File: src/rtl/alu_share_ctrl.sv
// Two-requester front end for one shared combinational ALU: round-robin grant,
// a one-entry response register with backpressure, flush and an overflow counter.
module alu_share_ctrl #(
  parameter int CNT_W = 8
) (
  input  logic             clk,
  input  logic             clrn,
  input  logic             req0_valid,
  input  logic             req1_valid,
  input  logic [31:0]      req0_a,
  input  logic [31:0]      req0_b,
  input  logic [31:0]      req1_a,
  input  logic [31:0]      req1_b,
  input  logic [3:0]       req0_aluc,
  input  logic [3:0]       req1_aluc,
  input  logic             req0_trap,
  input  logic             req1_trap,
  output logic             req0_ready,
  output logic             req1_ready,
  output logic [31:0]      alu_a,
  output logic [31:0]      alu_b,
  output logic [3:0]       alu_aluc,
  input  logic [31:0]      alu_r,
  input  logic             alu_z,
  input  logic             alu_v,
  output logic             rsp_valid,
  output logic             rsp_id,
  output logic [31:0]      rsp_r,
  output logic             rsp_z,
  output logic             rsp_ov,
  input  logic             rsp_ready,
  input  logic             flush,
  output logic [CNT_W-1:0] ov_cnt
);

  typedef enum logic {EMPTY = 1'b0, FULL = 1'b1} state_e;

  state_e             state_q;
  logic               last_q;
  logic               rsp_id_q, rsp_z_q, rsp_ov_q;
  logic [31:0]        rsp_r_q;
  logic [CNT_W-1:0]   ov_cnt_q;

  logic [1:0][31:0]   req_a, req_b;
  logic [1:0][3:0]    req_aluc;
  logic [1:0]         req_trap;

  logic can_accept, gnt_vld, gnt_idx, sel, ov_inc;

  assign req_a    = {req1_a, req0_a};
  assign req_b    = {req1_b, req0_b};
  assign req_aluc = {req1_aluc, req0_aluc};
  assign req_trap = {req1_trap, req0_trap};

  always_comb begin
    can_accept = !flush && (state_q == EMPTY || rsp_ready);
    gnt_vld    = can_accept && (req0_valid || req1_valid);
    // Under contention the requester not served last wins; otherwise the lone one.
    gnt_idx    = (req0_valid && req1_valid) ? ~last_q : req1_valid;
    sel        = gnt_vld ? gnt_idx : last_q;
    ov_inc     = (state_q == FULL) && rsp_ov_q && rsp_ready && !flush;
  end

  assign req0_ready = gnt_vld && !gnt_idx;
  assign req1_ready = gnt_vld &&  gnt_idx;

  assign alu_a    = req_a[sel];
  assign alu_b    = req_b[sel];
  assign alu_aluc = req_aluc[sel];

  always_ff @(posedge clk or negedge clrn) begin
    if (!clrn) begin
      state_q  <= EMPTY;
      last_q   <= 1'b1;
      rsp_id_q <= 1'b0;
      rsp_r_q  <= '0;
      rsp_z_q  <= 1'b0;
      rsp_ov_q <= 1'b0;
      ov_cnt_q <= '0;
    end else begin
      if (ov_inc && ov_cnt_q != {CNT_W{1'b1}})
        ov_cnt_q <= ov_cnt_q + 1'b1;
      if (gnt_vld) begin
        state_q  <= FULL;
        last_q   <= gnt_idx;
        rsp_id_q <= gnt_idx;
        rsp_r_q  <= alu_r;
        rsp_z_q  <= alu_z;
        rsp_ov_q <= alu_v && req_trap[gnt_idx];
      end else if (flush || rsp_ready) begin
        state_q  <= EMPTY;
      end
    end
  end

  assign rsp_valid = (state_q == FULL);
  assign rsp_id    = rsp_id_q;
  assign rsp_r     = rsp_r_q;
  assign rsp_z     = rsp_z_q;
  assign rsp_ov    = rsp_ov_q;
  assign ov_cnt    = ov_cnt_q;

endmodule

File: config.mk
export PLATFORM = sky130hd
export DESIGN_NAME = alu_share_ctrl
export DESIGN_NICKNAME = d
export VERILOG_FILES = /design/src/rtl/alu_share_ctrl.sv
export SDC_FILE = /design/constraint.sdc
export NUM_CORES = 1
export LEC_CHECK = 0
export CAP_MARGIN = 20
export CORE_AREA = 2 2 114 116
export CTS_BUF_LIST = sky130_fd_sc_hd__clkbuf_4
export CTS_CLUSTER_DIAMETER = 100
export DETAILED_ROUTE_END_ITERATION = 7
export DIE_AREA = 0 0 116 118
export MAX_ROUTING_LAYER = met4
export SLEW_MARGIN = 20
export SYNTH_ARGS = -nofsm -noshare
export SYNTH_HDL_FRONTEND = slang
export SYNTH_SLANG_ARGS = --single-unit
File: constraint.sdc
create_clock -name clk -period 2.65 [get_ports clk]
set_input_delay 0.53 -clock clk [delete_from_list [all_inputs] [get_ports clk]]
set_output_delay 0.53 -clock clk [all_outputs]
set_load 0.02 [all_outputs]
-- Yosys cells after proc, flatten, opt, wreduce, memory -nomap -nowiden
Index checks and enable logic that the tools add are counted.
- bits in registers: 45
- add/subtract/negate cells: 1
- $lt $le $gt $ge: 2
- equal/unequal tests: 1
- multiplexer cells: 12
- bitwise operators: 2
- reductions and logical operators: 16
- operator list (operator ; number):
    $mux W32 ; 4
    $logic_and A1 B1 Y1 ; 10
    $add A8 B1 Y8 const B ; 1
    $mux W4 ; 2
    $ne A8 B8 Y1 const B ; 1
    $mux W1 ; 6
    $lt A1 B2 Y1 const B ; 2
    $logic_or A1 B1 Y1 ; 3
    $logic_not A1 Y1 ; 2
    $not A1 Y1 ; 2
    $reduce_bool A2 Y1 ; 1

-- Longest topological paths before layout
Gate-level depths: netlist of run 1.
- depth after elaboration: 7
- mapped depth: 6
- gate-level depth less buffers: 5

-- Worst setup path before layout of run 1
No wires, ideal clock.
- kind: input -> output
- from: in rsp_ready
- to: out alu_aluc[0]
- arrival: 1.776 ns
- data required time: 2.120 ns
- slack: 0.344 ns
- stages on the path: 6
- path through: nand2b_1 > a31oi_1 > a41oi_2 > buf_4 > buf_6 > mux2_1
- word-level cells in the longest chain between the ends: 6
- ends and longest elaborated chain (element ; RTL line ; source):
    start: declaration ; 31 ; input logic rsp_ready,
    $logic_or A1 B1 Y1 ; 56 ; can_accept = !flush && (state_q == EMPTY || rsp_ready);
    $logic_and A1 B1 Y1 ; 56 ;
    $logic_and A1 B1 Y1 ; 57 ; gnt_vld = can_accept && (req0_valid || req1_valid);
    $mux W1 ; - ;
    $mux W4 (not written as such) (2 in a row) ; 69 ; assign alu_aluc = req_aluc[sel];
    end: declaration ; 22 ; output logic [3:0] alu_aluc,
No other way between the ends. The select of a mux whose other input is x is not followed.

-- Worst setup path after layout of run 1
- from: in rsp_ready
- to: out alu_a[2]
- word-level cells in the longest chain between the ends: 6
- ends and longest elaborated chain (element ; RTL line ; source):
    $logic_or A1 B1 Y1 ; 56 ;
    $logic_and A1 B1 Y1 ; 56 ;
    $logic_and A1 B1 Y1 ; 57 ;
    $mux W1 ; - ;
    $mux W32 (not written as such) (2 in a row) ; 67 ; assign alu_a = req_a[sel];
    end: declaration ; 20 ; output logic [31:0] alu_a,
No other way between the ends. The select of a mux whose other input is x is not followed.

==> impl_metrics.tcl, run 1 <==
set metrics [dict create \
    setup_violations 0 \
    final_area_sq_um 6254 \
    overflow 0 \
    synthAdderAreaFrac_pct 0.4746 \
    synth_compound_area_share_pct 4.936 \
    firstDrtPassIters 4 \
    die_h_um 118 \
    crit_type "primary input to output pin" \
    power_switching_uw 1182 \
    ys_seq_area_share_pct 42.76 \
    rsz0062_at_grt "yes" \
    routedWlPerCell_um 19.06 \
    tightest_slew_ns 0.3361 \
    grt_pass1_wl_mm 18.90 \
    synth_top_family_by_area "multiplexers" \
    grt_max_degree 36 \
    dpl_cell_area_sq_um 5877 \
    drive_above_1_share_pct 40.00 \
    drtIter0Drc 74 \
    arrival_ns 2.09 \
    synth-xor-area-share_pct 0.3322 \
    syn-cell-area_sq_um 2636 \
    num_rows 41 \
    wl_mm 13.23 \
    drc_errors 0 \
    finalCriticalPeriod_ns 2.616 \
    cap_violations 0 \
    io_buffers 291 \
    slew_headroom_pct 77.55 \
    layout.nets 698 \
    finalHoldViolCount 0 \
    synth-simple-area-share_pct 4.604 \
    gp_congestion 0.9180 \
    first_global_vias 3261 \
    p_leak_uw 0.002736 \
    pin_count 292 \
    skew_ns 0.005725 \
    clk_path_buf_depth 2 \
    comb_power_share_pct 61.6 \
    ys_types 32 \
    cts_tree "yes" \
    core_sq_um 12410 \
    fmax_mhz 382.2 \
    crit_path_end_kind "output pin" \
    muxShareOfSynthArea_pct 43.95 \
    via_count 2958 \
    yosys_warnings 0 \
    vdd_drop_max_mv 0.1960 \
    synthToLayoutAreaGrowth_pct 137.2 \
    tns_ns 0 \
    clkSinkCount 45 \
    avgSynthCellArea_sq_um 13.05 \
    root_buffer "clkbuf_4" \
    worstPathRequired_ns 2.12 \
    switching_share_pct 34.86 \
    antenna_found_initial 2 \
    fin_crit_sh_pct 98.72 \
    drtAntennaViolNets 0 \
    syn_nets 381 \
    power.density_nw_per_um2 542.3 \
    htree_levels 2 \
    hold_path_class "flop to flop" \
    cts_buffers 5 \
    start_util_pct 21.24 \
    cts.clk_slew.worst_paths_ns 0.13 \
    post_drt_via_cell_ratio 4.262 \
    netlist_instances 202 \
    hpwl_mm 10.28 \
    clk_latency_ns 0.37 \
    seqPwrFrac_pct 25.5 \
    status "finished, final reports clean" \
    power.share.clock_pct 12.9 \
    grt_usage_pct 18.87 \
    dieArea_sq_um 13690 \
    finalMaxSlewViolations 0 \
    intPower_uw 2209 \
    crit_fanout 15 \
    die_width_um 116 \
    start_kind "primary input" \
    ys_seq_elements 45 \
]
Yosys cell counts, drive strengths merged:
| library cell | instances | area, sq um |
|---|---|---|
| a21o | 1 | 7.510 |
| nand2 | 2 | 7.510 |
| nand2b | 1 | 6.260 |
| clkbuf | 1 | 3.750 |
| xnor2 | 1 | 8.760 |
| a2111oi | 1 | 10.01 |
| nor2 | 2 | 7.510 |
| a21boi | 1 | 7.510 |
| nand3 | 3 | 15.01 |
| inv | 4 | 15.01 |
| a311o | 1 | 10.01 |
| buf | 10 | 58.81 |
| mux2 | 102 | 1149 |
| o21a | 1 | 7.510 |
| dfrtp | 44 | 1101 |
| mux2i | 1 | 10.01 |
| nor3 | 1 | 10.01 |
| and4b | 1 | 10.01 |
| a31oi | 5 | 31.28 |
| o2111a | 1 | 11.26 |
| a41oi | 2 | 25.03 |
| ha | 1 | 12.51 |
| dfstp | 1 | 26.28 |
| and3 | 3 | 18.77 |
| a21oi | 4 | 20.02 |
| and4 | 1 | 8.760 |
| nor2b | 4 | 25.02 |
| and2 | 2 | 12.51 |
cells in the final DEF, fill, tap and decap left out, types with 4 or more instances in the layout:
cell type        netlist  routed
a21oi_1                4       4
a31oi_1                5       4
buf_12                 0       6
buf_2                  8      27
buf_4                  1      18
buf_6                  1      44
clkbuf_4               0       6
clkdlybuf4s50_1        0     217
dfrtp_1               44      44
dlygate4sd2_1          0       5
mux2_1                 9       6
mux2_2                93      57
mux2_4                 0      39
nor2b_1                4       4
area by class of cell:
type | count | area [sq um]
diodes | 2 | 5.005
clock buffers | 6 | 45.04
clock inverters | 2 | 33.78
fillers | 1138 | 6161
inverters | 4 | 15.01
multi-input cells | 142 | 1623
flip-flops and latches | 45 | 1127
well taps | 172 | 215.2
repair buffers | 321 | 3189
layer usage:
| layer | track usage, % | vias to the layer above | wire [um] |
|---|---|---|---|
| met5 | - | - | 0 |
| met4 | 4.762 | 0 | 169 |
| met3 | 5.355 | 11 | 1110 |
| met2 | 32.89 | 157 | 6817 |
| met1 | 21.06 | 1403 | 5134 |
| li1 | - | 1387 | - |
flip-flops by register name, summed over array words and instances, names as in the netlist, named ones only:
register   cells
ov_cnt         8
rsp_id         1
rsp_z          1
rsp_valid      1
rsp_r         32
rsp_ov         1
stage by stage:
step                cells  utilization (%)  total power [uW]  worst slack [ns]  hold slack, ns
global route          694            50.37              3568          -0.07787          0.5078
detailed placement    671            47.34              2715           -0.6440          0.3786
finish                694            50.37              3391           0.03385          0.5090
CTS                   691            47.74              3243          -0.03943          0.4859
floorplan             202                -              1741            0.3442          0.2344
global placement      671            47.34              2710           -0.6372          0.3808
repair_timing:
| item | 4_1_cts | 5_1_grt |
|---|---|---|
| hold buffers | 1 | 0 |
| endpoints found under the hold margin | 6 | 0 |
| gates cloned | 4 | 3 |
| buffers inserted | 7 | 1 |
| pin swaps | 2 | 0 |
| gates resized for setup | 306 | 103 |
| endpoints found under the setup margin | 70 | 69 |
worst max-delay path, stage by stage:
cell	delay, ns
dlygate4sd2_1	0.25
nand2b_4	0.15
buf_4	0.15
a41oi_4	0.18
buf_6	0.16
buf_12	0.14
mux2_2	0.35
buf_2	0.17
power groups by stage:
stage | Clock [uW] | Combinational [uW] | Sequential, uW
finish | 438 | 2090 | 864
global route | 486 | 2200 | 881
CTS | 460 | 1920 | 866
detailed placement | 0 | 1840 | 877
global placement | 0 | 1840 | 874
floorplan | 0 | 733 | 1010
worst paths after layout:
kind / from / end / slack (ns) / cells past startpoint
min in group asynchronous: clrn / rsp_r[23] / 0.53 / 2
hold / removal: rsp_id / rsp_id / 0.51 / 1
max in group asynchronous: clrn / ov_cnt[5] / 1.58 / 3
hold reg to reg: rsp_id / rsp_id / 0.51 / 1
setup / recovery: rsp_ready / alu_a[2] / 0.03 / 8
setup reg to reg: rsp_valid / rsp_r[11] / 0.86 / 6
cells by family (layout without fill, tap and decap cells):
logic type	after synthesis	in the layout
buffers and inverters	15	333
DFF	45	45
muxes	103	103
other	0	2
AOI/OAI and AO/OA	17	17
and+or+nand+nor	20	20
xor gates and xnor gates	1	1
adders and majority gates	1	1
Power figures use the tool's default switching activity.
==> run 2: changes to the inputs <==
--- a/config.mk
+++ b/config.mk
@@ -5,7 +5,7 @@
 export SDC_FILE = /design/constraint.sdc
 export NUM_CORES = 1
 export LEC_CHECK = 0
-export CAP_MARGIN = 20
+export CAP_MARGIN = 0
 export CORE_AREA = 2 2 114 116
 export CTS_BUF_LIST = sky130_fd_sc_hd__clkbuf_4
 export CTS_CLUSTER_DIAMETER = 100
==> results of run 2 <==
The final DEF is identical to that of run 1; final timing and power are the same.
